## config.mk

```make
export PLATFORM = sky130hd
export DESIGN_NAME = mem_arbiter
export DESIGN_NICKNAME = d
export VERILOG_FILES = /design/src/rtl/mem_arb_pkg.sv /design/src/rtl/rr_arb2.sv /design/src/rtl/mem_arbiter.sv
export SDC_FILE = /design/constraint.sdc
export NUM_CORES = 1
export LEC_CHECK = 0
export CAP_MARGIN = 30
export CELL_PAD_IN_SITES_DETAIL_PLACEMENT = 1
export CELL_PAD_IN_SITES_GLOBAL_PLACEMENT = 1
export CORE_ASPECT_RATIO = 1.5
export CORE_MARGIN = 2
export CORE_UTILIZATION = 32
export CTS_BUF_LIST = sky130_fd_sc_hd__clkbuf_4
export DETAILED_ROUTE_END_ITERATION = 16
export GPL_ROUTABILITY_DRIVEN = 0
export HOLD_SLACK_MARGIN = 0.02
export PLACE_DENSITY = 0.83
export SLEW_MARGIN = 20
export SYNTH_ARGS = -nofsm -noshare
export SYNTH_HDL_FRONTEND = slang
export SYNTH_SLANG_ARGS = --single-unit
```

## constraint.sdc

```tcl
create_clock -name clk -period 2.6 [get_ports clk]
set_clock_uncertainty 0.05 [all_clocks]
set_input_delay 0.39 -clock clk [delete_from_list [all_inputs] [get_ports clk]]
set_output_delay 0.39 -clock clk [all_outputs]
set_load 0.1 [all_outputs]
```

## src/rtl/mem_arb_pkg.sv

```systemverilog
// Shared definitions for the SRAM port arbiter: FSM encoding, requester ids
// and the wait-state counter width.
package mem_arb_pkg;

   localparam int unsigned WS_W = 4;

   typedef enum logic [1:0] {
      ST_IDLE   = 2'd0,
      ST_ACCESS = 2'd1,
      ST_DONE   = 2'd2
   } state_t;

   localparam logic REQ_CPU = 1'b0;
   localparam logic REQ_DBG = 1'b1;

endpackage

```

## src/rtl/rr_arb2.sv

```systemverilog
// Two-way round-robin picker. req[0] is the cpu, req[1] the debug port.
// On a tie the requester that did not win last time is chosen.
module rr_arb2
   import mem_arb_pkg::*;
(
   input  logic [1:0] req,
   input  logic       last_gnt,
   output logic       gnt_valid,
   output logic       gnt_id
);

   // pick a winner from the current request pair
   always_comb begin
      gnt_valid = |req;
      gnt_id    = REQ_CPU;
      if (req == 2'b11)
         gnt_id = ~last_gnt;
      else if (req[1])
         gnt_id = REQ_DBG;
   end

endmodule

```

## src/rtl/mem_arbiter.sv

```systemverilog
// Shares one external data-SRAM port between the cpu data port and the
// debug/loader port: req/ack handshake, round-robin arbitration and a
// programmable wait-state sequencer. All outputs are registered.
module mem_arbiter #(
   parameter int unsigned AW          = 16,
   parameter int unsigned DW          = 16,
   parameter int unsigned WAIT_STATES = 2
) (
   input  logic          clk,
   input  logic          rst,
   input  logic          cpu_req,
   input  logic          cpu_we,
   input  logic [AW-1:0] cpu_addr,
   input  logic [DW-1:0] cpu_wdata,
   output logic          cpu_ack,
   output logic [DW-1:0] cpu_rdata,
   input  logic          dbg_req,
   input  logic          dbg_we,
   input  logic [AW-1:0] dbg_addr,
   input  logic [DW-1:0] dbg_wdata,
   output logic          dbg_ack,
   output logic [DW-1:0] dbg_rdata,
   output logic [AW-1:0] mem_addr,
   output logic [DW-1:0] mem_wdata,
   output logic          mem_we,
   output logic          mem_oe,
   input  logic [DW-1:0] mem_rdata,
   output logic          busy,
   output logic          gnt_id
);

   import mem_arb_pkg::*;

   if ((WAIT_STATES < 1) || (WAIT_STATES > 15)) begin : g_bad_ws
      $error("mem_arbiter: WAIT_STATES must be in 1..15");
   end

   localparam logic [WS_W-1:0] WS_LOAD = WS_W'(WAIT_STATES);

   state_t          state;
   logic [WS_W-1:0] cnt;
   logic            setup;
   logic            last_gnt;
   logic            lat_we;

   logic            pick_valid;
   logic            pick_id;
   logic            sel_we;
   logic [AW-1:0]   sel_addr;
   logic [DW-1:0]   sel_wdata;

   rr_arb2 u_rr (
      .req       ({dbg_req, cpu_req}),
      .last_gnt  (last_gnt),
      .gnt_valid (pick_valid),
      .gnt_id    (pick_id)
   );

   // route the winning requester's access fields to the latch inputs
   always_comb begin
      sel_we    = cpu_we;
      sel_addr  = cpu_addr;
      sel_wdata = cpu_wdata;
      if (pick_id == REQ_DBG) begin
         sel_we    = dbg_we;
         sel_addr  = dbg_addr;
         sel_wdata = dbg_wdata;
      end
   end

   // access sequencer: grant, address setup, wait states, ack
   // mem_addr/mem_wdata double as the access latch, so they hold after DONE
   always_ff @(posedge clk or negedge rst) begin
      if (!rst) begin
         state     <= ST_IDLE;
         cnt       <= '0;
         setup     <= 1'b0;
         last_gnt  <= REQ_DBG;
         lat_we    <= 1'b0;
         gnt_id    <= 1'b0;
         busy      <= 1'b0;
         cpu_ack   <= 1'b0;
         dbg_ack   <= 1'b0;
         cpu_rdata <= '0;
         dbg_rdata <= '0;
         mem_addr  <= '0;
         mem_wdata <= '0;
         mem_we    <= 1'b0;
         mem_oe    <= 1'b0;
      end else begin
         case (state)
            ST_IDLE: begin
               if (pick_valid) begin
                  state     <= ST_ACCESS;
                  gnt_id    <= pick_id;
                  last_gnt  <= pick_id;
                  lat_we    <= sel_we;
                  mem_addr  <= sel_addr;
                  mem_wdata <= sel_wdata;
                  mem_we    <= 1'b0;
                  mem_oe    <= ~sel_we;
                  busy      <= 1'b1;
                  cnt       <= WS_LOAD;
                  setup     <= 1'b1;
               end
            end
            ST_ACCESS: begin
               if (setup) begin
                  setup  <= 1'b0;
                  mem_we <= lat_we;
                  mem_oe <= ~lat_we;
               end else if (cnt == WS_W'(1)) begin
                  cnt    <= '0;
                  mem_we <= 1'b0;
                  mem_oe <= 1'b0;
                  state  <= ST_DONE;
                  if (gnt_id == REQ_CPU) begin
                     cpu_ack <= 1'b1;
                     if (!lat_we) cpu_rdata <= mem_rdata;
                  end else begin
                     dbg_ack <= 1'b1;
                     if (!lat_we) dbg_rdata <= mem_rdata;
                  end
               end else begin
                  cnt <= cnt - WS_W'(1);
               end
            end
            ST_DONE: begin
               cpu_ack <= 1'b0;
               dbg_ack <= 1'b0;
               busy    <= 1'b0;
               state   <= ST_IDLE;
            end
            default: state <= ST_IDLE;
         endcase
      end
   end

endmodule
```

# Word-level counts from Yosys, hierarchy flattened
# Cells that the tools add are included.
word_totals:
  register_bits: 79
  in_bits: 86
  output_inout_bits: 70
  elab_cells: 77
op_classes:
  n_addsub: 1
  eq_ne: 10
  n_mux: 31
  n_bitwise: 5
  n_reduce_logical: 15
op_table:
  columns: ["cell", "count"]
  rows:
  - ["two-way mux 16 bit", 2]
  - ["two-way mux 1 bit", 15]
  - ["two-way mux 4 bit", 3]
  - ["one-hot mux 1 bit (2 select lines)", 6]
  - ["!= test 2 bit (second input constant)", 5]
  - ["AND reduction 5 bit", 2]
  - ["AND reduction 3 bit", 3]
  - ["one-hot mux 4 bit (2 select lines)", 1]
  - ["AND reduction 4 bit", 2]
  - ["two-way mux 2 bit", 3]
  - ["AND reduction 2 bit", 3]
  - ["nonzero test 2 bit", 3]
  - ["NOT 1 bit", 5]
  - ["equality test 2 bit (second input constant)", 2]
  - ["equality test 4 x 1 -> 1 bit (second input constant)", 1]
  - ["one-hot mux 2 bit (2 select lines)", 1]
  - ["subtractor 4 x 1 -> 4 bit (second input constant)", 1]
  - ["!= test 3 bit (second input constant)", 1]
  - ["equality test 2 x 1 -> 1 bit (second input constant)", 1]
  - ["logical NOT 2 bit", 1]
  - ["OR reduction 2 bit", 1]

# Depth between registers and ports, before layout
# Gate-level depths: netlist (run 1).
depth:
  depth_word: 6
  ltp_mapped: 7
  mapped_depth_nobuf: 6

# By module
# From an unflattened synthesis (run 1), not the netlist that was laid out.
hier_totals:
  hier_cells: 280
  area_unflattened_um2: 3458.3
modules_own_cells:
  columns: ["mod", "instances", "cells_per_inst", "area_per_inst_um2", "seq_area_each_um2"]
  rows:
  - ["mem_arbiter", 1, 278, 3444.6, 1978.1]
  - ["rr_arb2", 1, 2, 13.8, 0.0]

# Least setup slack after synthesis (run 1)
# Ideal clock, no wire load.
synth_timing:
  path_type: "register to register"
  startpoint: "register cnt[1]"
  endpoint: "register cpu_rdata[0]"
  arrival_time_ns: 2.029
  path_slack_ns: 0.395
  path_stages_with_launch: 8
  n_path_buf: 1
  synth_period_minus_slack_ns: 2.205
  path_cell_list: "dfrtp_1 > inv_1 > ha_1 > or3b_4 > nor3_4 > nor3b_4 > buf_12 > mux2_4"
synth_between:
  elab_chain_len: 2
synth_lines:
  columns: ["element", "line", "rtl"]
  rows:
  - ["from (decl)", "mem_arbiter.sv:41", "logic [WS_W-1:0] cnt;"]
  - ["from (signal assigned)", "mem_arbiter.sv:125", "cnt <= cnt - WS_W'(1);"]
  - ["equality test 4 x 1 -> 1 bit", "mem_arbiter.sv:112", "end else if (cnt == WS_W'(1)) begin"]
  - ["AND reduction 5 bit (no line)", null, null]
  - ["to (signal assigned)", "mem_arbiter.sv:119", "if (!lat_we) cpu_rdata <= mem_rdata;"]
  - ["to (decl)", "mem_arbiter.sv:16", "output logic [DW-1:0] cpu_rdata,"]
# Every way passes these cells.
# A chain may end at the register's enable or synchronous reset.

# Final worst setup path (run 1)
layout_timing:
  startpoint: "register cnt[1]"
  endpoint: "register cpu_rdata[12]"
# Same word-level chain as after synthesis.

==> impl_metrics.ini, run 1 <==
[setup_path]
origin_of_the_critical_flop_to_flop_path = cnt[1]
worst_r2r_endpoint = cpu_rdata[12]
worst_setup_path_start_kind = register
criticalPathCategory = reg2reg
timing.critical_path.from = cnt[1]
crit_path_cell_trace = inv_1, ha_1, or3b_4, nor3_4, nor3b_4, buf_4, mux2_2
critical_path.slowest_cell = sky130_fd_sc_hd__dfrtp_1
cp-end-kind = register
timing.reg2reg.worst_path_depth = 7
cp.required_ns = 2.87
cp.arrival_ns = 2.65
critical_path.endpoint = cpu_rdata[12]
rrSetupSlack_ns = 0.22
critPathMaxFanout = 16
slowest_delay_ns = 0.42

[clock_network]
tritoncts = built
htree_levels = 3
clk_transition_reported_paths_ns = 0.13
cts.path.max_buffers = 2
post-cts-setup-buffers = 0
clk_root_buffer_cell = sky130_fd_sc_hd__clkbuf_4
cts_resized = 0
clock_sink_count = 79
cts_hold_repair.buffers = 1
numCtsBuffers = 9
worstSkewPairLatency_ns = 0.42

[detailed_routing]
routed_vias_inst = 4.622
routed_wl_um = 9206
wl_per_cell_um = 15.68
postRouteAntennaNets = 0
detail_route.first_pass.iterations = 4
detailroute.via_count = 2713
route.detailed.drc = 0
drt_iter0_markers = 34

[sta]
maxClockFrequency_mhz = 420.5
timing_worst_slew_pin_value_ns = 0.5596
layout_worst_path_cycle_share_pct = 91.48
hold_viol_final = 0
rsz0062_at_grt = no
setup_viol = 0
slew_viol_final = 0
min_period_ns = 2.378
fin_setup_tns_ns = 0
slew_headroom_pct = 62.55

[global_routing]
grt_max_degree = 80
antenna_found_initial = 0
grt_pass1_vias = 2962
globalRouteTotalUtil_pct = 16.17
grt_first_pass_wirelength_um = 14290
grt-ovfl-total = 0

[floorplanning]
die_area_um2 = 11560
top_level_ports = 156
fp.dieW_um = 88.45
placementRows = 46
initial_core_util_pct = 32.68
core_area_um2 = 10480
die_height_um = 130.7

[yosys]
netlist-cell-type-count = 34
yosys_top_cell_by_area = sky130_fd_sc_hd__dfrtp_1
most_frequent_cells_after_synthesis = 78 x sky130_fd_sc_hd__dfrtp_1, 39 x sky130_fd_sc_hd__o21ai_0, 37 x sky130_fd_sc_hd__nand2_1
post-synth-top-area-fraction_pct = 57.02
synth_nets = 368
ys_seq_area_share_pct = 57.79
yosys_synthesis_warning_count = 0
avgSynthCellArea_um2 = 12.23
number_of_enable_flip_flop_cells_after_synthesis = 0
synth.ff_latch_count = 79
synth_flop_cell = sky130_fd_sc_hd__dfrtp_1
syn-cell-area_um2 = 3423
asyncSetResetFlopFracSynth_pct = 100.0
ys_top_cells_by_area = sky130_fd_sc_hd__dfrtp_1 57%, sky130_fd_sc_hd__mux2i_1 9.9%, sky130_fd_sc_hd__mux2_2 7.2%, sky130_fd_sc_hd__o21ai_0 5.7%, sky130_fd_sc_hd__mux2_4 4.4%
synthCells = 280
cell_with_the_most_instances_after_synthesis = sky130_fd_sc_hd__dfrtp_1

[job]
timing.max_cap.violations = 0

[layout]
final_layout_size_suffix_gt1_share_pct = 29.80
area_growth_syn_to_layout_pct = 50.15
num-fill-cells = 1143
antenna_cells_inserted = 0
final_nets = 526

[place]
place.detailed.hpwl_um = 7222
port-buffer-count = 155

[hold_path]
hold_path.class = reg2reg
holdPathStages = 2

[outcome]
outcome = complete, no violations
-- worst min-delay path by stage --
stage	start	to	slack, ns
2_1_floorplan	rst	busy	0.04
3_3_place_gp	rst	mem_wdata[2]	0.39
3_5_place_dp	rst	dbg_rdata[4]	0.40
4_1_cts	rst	mem_wdata[2]	0.45
5_1_grt	rst	dbg_rdata[14]	0.46
6_report	mem_wdata[3]	mem_wdata[3]	0.44
-- metrics by stage --
stage / std cells / instance area (µm²) / hold WS (ns) / util, % / setup slack [ns]
floorplan: 280 / 3423 / 0.04441 / - / 0.3946
global placement: 570 / 5000 / 0.3947 / 47.73 / 0.3880
detailed placement: 570 / 5000 / 0.4031 / 47.73 / 0.2427
CTS: 587 / 5140 / 0.4493 / 49.07 / 0.2083
global route: 587 / 5140 / 0.4589 / 49.07 / 0.07681
finish: 587 / 5140 / 0.4441 / 49.07 / 0.2216
-- critical path: cells and delay by family, from the launching register on --
family	cells	cell delay (ns)
DFF	1	0.42
and+or+nand+nor	3	0.85
adders and majority gates	1	0.19
buffers and inverters	2	0.39
muxes	1	0.37
-- per-layer routing --
| layer | up-vias | wire length (µm) | track usage, % |
|---|---|---|---|
| met2 | 96 | 5281 | 30.65 |
| li1 | 1289 | - | - |
| met5 | - | 0 | 0 |
| met1 | 1317 | 3256 | 16.94 |
| met3 | 11 | 549 | 4.209 |
| met4 | 0 | 119 | 5.437 |
-- kinds of logic (layout without fill, tap and decap cells) --
| family | Yosys count | in the layout | share of synthesized area (%) |
|---|---|---|---|
| muxes | 66 | 66 | 21.56 |
| adders and majority gates | 2 | 2 | 0.7309 |
| AOI/OAI and AO/OA | 55 | 55 | 8.955 |
| and+or+nand+nor | 56 | 56 | 7.895 |
| DFF | 79 | 79 | 57.79 |
| buffers and inverters | 22 | 185 | 3.070 |
-- state kept, by name (all words and copies together), names as in the netlist, 2 cells and up --
| register | cells |
|---|---|
| cnt | 4 |
| dbg_rdata | 16 |
| state | 2 |
| cpu_rdata | 16 |
| mem_addr | 16 |
| mem_wdata | 16 |
-- cell usage in the layout (no fill, tap or decap), drive strengths merged, types with 2 or more instances in the layout --
cell / instances
clkdlybuf4s50: 84
nor3: 2
nor3b: 3
clkbuf: 9
clkinv: 2
dfrtp: 78
o31ai: 2
buf: 76
ha: 2
mux2: 32
a21oi: 5
o21ai: 40
mux2i: 34
nand2: 37
nor2: 8
inv: 12
-- cell type report --
class                      instances  area [µm²]  area share (%)
clock inverter                     7       62.56           1.217
sequential                        79        1978           38.49
tap                              144       180.2           3.505
multi-input combinational        179        1363           26.51
inverter                           8       30.03          0.5842
clock buffer                       9       67.56           1.315
timing repair buffer             161        1459           28.38
Power of run 1 is left out: the tool's default activity adds up to more than one toggle a clock period on the data nets, which glitch-free logic cannot reach.
==> inputs of run 2 (changes only) <==
==> constraint.sdc (replaced) <==
create_clock -name clk -period 2.6 [get_ports clk]
set_clock_uncertainty 0.05 [all_clocks]
set_input_delay 0.65 -clock clk [delete_from_list [all_inputs] [get_ports clk]]
set_output_delay 0.65 -clock clk [all_outputs]
set_load 0.1 [all_outputs]
==> run 2 against run 1 <==
Compared with the run above: fmax grew 6.3%; sequential share of layout area is essentially flat; wire length grew 1.8%; first-iteration DRC count grew 71%; critical endpoint is now cpu_rdata[15]; die area is the same; via count grew 2.5%; clock-buffer cell count grew 1; design area is essentially flat; register-to-register slack gained 0.14 ns; global-route usage grew 0.52 points.
==> impl_metrics.ini, run 2 (synthesis results as in run 1) <==
[outcome]
outcome = complete, no violations

[detailed_routing]
route.detailed.drc = 0
drt_iter0_markers = 58
detail_route.first_pass.iterations = 4
detailroute.via_count = 2780
wl_per_cell_um = 15.91
postRouteAntennaNets = 0
routed_vias_inst = 4.720
routed_wl_um = 9372

[layout]
area_growth_syn_to_layout_pct = 50.00
final_layout_size_suffix_gt1_share_pct = 30.11
layout_commonest_cell = sky130_fd_sc_hd__clkdlybuf4s50_1
layout_common_cells = 84 x sky130_fd_sc_hd__clkdlybuf4s50_1, 78 x sky130_fd_sc_hd__dfrtp_1, 76 x sky130_fd_sc_hd__buf_4
antenna_cells_inserted = 0
final_nets = 528

[global_routing]
globalRouteTotalUtil_pct = 16.69
grt_first_pass_wirelength_um = 14610
grt_pass1_vias = 3016
grt_max_degree = 65
antenna_found_initial = 0
grt-ovfl-total = 0

[sta]
timing_worst_slew_pin_value_ns = 0.7299
slew_viol_final = 0
layout_worst_path_cycle_share_pct = 86.02
min_period_ns = 2.236
setup_viol = 0
slew_headroom_pct = 51.34
maxClockFrequency_mhz = 447.1
hold_viol_final = 0
fin_setup_tns_ns = 0
rsz0062_at_grt = no

[clock_network]
numCtsBuffers = 9
htree_levels = 3
worstSkewPairLatency_ns = 0.43
cts_hold_repair.buffers = 0
cts_resized = 0
clk_root_buffer_cell = sky130_fd_sc_hd__clkbuf_4
post-cts-setup-buffers = 0
clk_transition_reported_paths_ns = 0.13
cts.path.max_buffers = 2
tritoncts = built
clock_sink_count = 79

[setup_path]
criticalPathCategory = reg2reg
critPathMaxFanout = 16
timing.reg2reg.worst_path_depth = 7
slowest_delay_ns = 0.42
origin_of_the_critical_flop_to_flop_path = cnt[1]
crit_path_cell_trace = inv_1, ha_1, or3b_4, nor3_4, nor3b_4, buf_12, mux2_2
cp.arrival_ns = 2.51
worst_r2r_endpoint = cpu_rdata[15]
worst_setup_path_start_kind = register
rrSetupSlack_ns = 0.36
critical_path.slowest_cell = sky130_fd_sc_hd__dfrtp_1
cp-end-kind = register
cp.required_ns = 2.87

[hold_path]
hold_path.class = in2async

[floorplanning]
fp.dieW_um = 88.45
placementRows = 46
core_area_um2 = 10480
initial_core_util_pct = 32.68
die_area_um2 = 11560
die_height_um = 130.7
top_level_ports = 156

[place]
port-buffer-count = 155
place.detailed.hpwl_um = 7295

[job]
timing.max_cap.violations = 0
-- run 2: changes by cell type in the layout (fill, tap and decap cells not counted) --
cell,before,now
sky130_fd_sc_hd__clkinv_4,2,1
sky130_fd_sc_hd__inv_6,3,0
sky130_fd_sc_hd__dlygate4sd3_1,1,0
sky130_fd_sc_hd__clkinv_2,0,2
sky130_fd_sc_hd__clkinv_1,0,1
sky130_fd_sc_hd__inv_8,1,0
sky130_fd_sc_hd__buf_4,73,76
sky130_fd_sc_hd__clkbuf_4,9,10
sky130_fd_sc_hd__clkinvlp_4,1,2
-- run 2: worst max-delay path, delay by kind of cell, from the launching register on --
kind	cells	cell delay [ns]
buffers and inverters	2	0.29
and+or+nand+nor	3	0.86
muxes	1	0.34
adders and majority gates	1	0.17
DFF	1	0.42
-- run 2: layout make-up --
cell class | count | area [µm²]
clock inverters | 6 | 37.54
flip-flops and latches | 79 | 1978
repair buffers | 163 | 1471
multi-input cells | 179 | 1363
fillers | 1159 | 5340
clock buffers | 10 | 75.07
well taps | 144 | 180.2
inverters | 8 | 30.03
-- run 2: worst max-delay path by stage --
stage | startpoint | end | slack (ns) | depth (start not counted)
final | cnt[1] | cpu_rdata[15] | 0.36 | 7
after global placement | dbg_req | mem_wdata[15] | 0.35 | 5
after global routing | cnt[1] | cpu_rdata[11] | 0.22 | 7
after CTS | cnt[1] | cpu_rdata[15] | 0.37 | 7
after detailed placement | dbg_req | mem_wdata[3] | 0.27 | 5
after floorplan | cnt[1] | cpu_rdata[0] | 0.39 | 7
-- run 2: stage by stage --
stage	setup WS [ns]	cells	instance area (µm²)	hold slack [ns]	utilization, %
global route	0.2235	589	5135	0.2417	49.02
floorplan	0.3946	280	3423	0.3044	-
detailed placement	0.2690	573	5022	0.4254	47.95
global placement	0.3519	573	5022	0.4137	47.95
finish	0.3636	589	5135	0.2109	49.02
CTS	0.3707	589	5135	0.2088	49.02
-- run 2: per-layer routing --
layer	vias up	wire length (µm)	track usage, %
met1	1366	3270	16.77
met2	104	5369	31.80
met3	16	549	4.523
met4	0	182	6.595
met5	-	0	0
li1	1294	-	-
Power of run 2 is left out for the same reason.
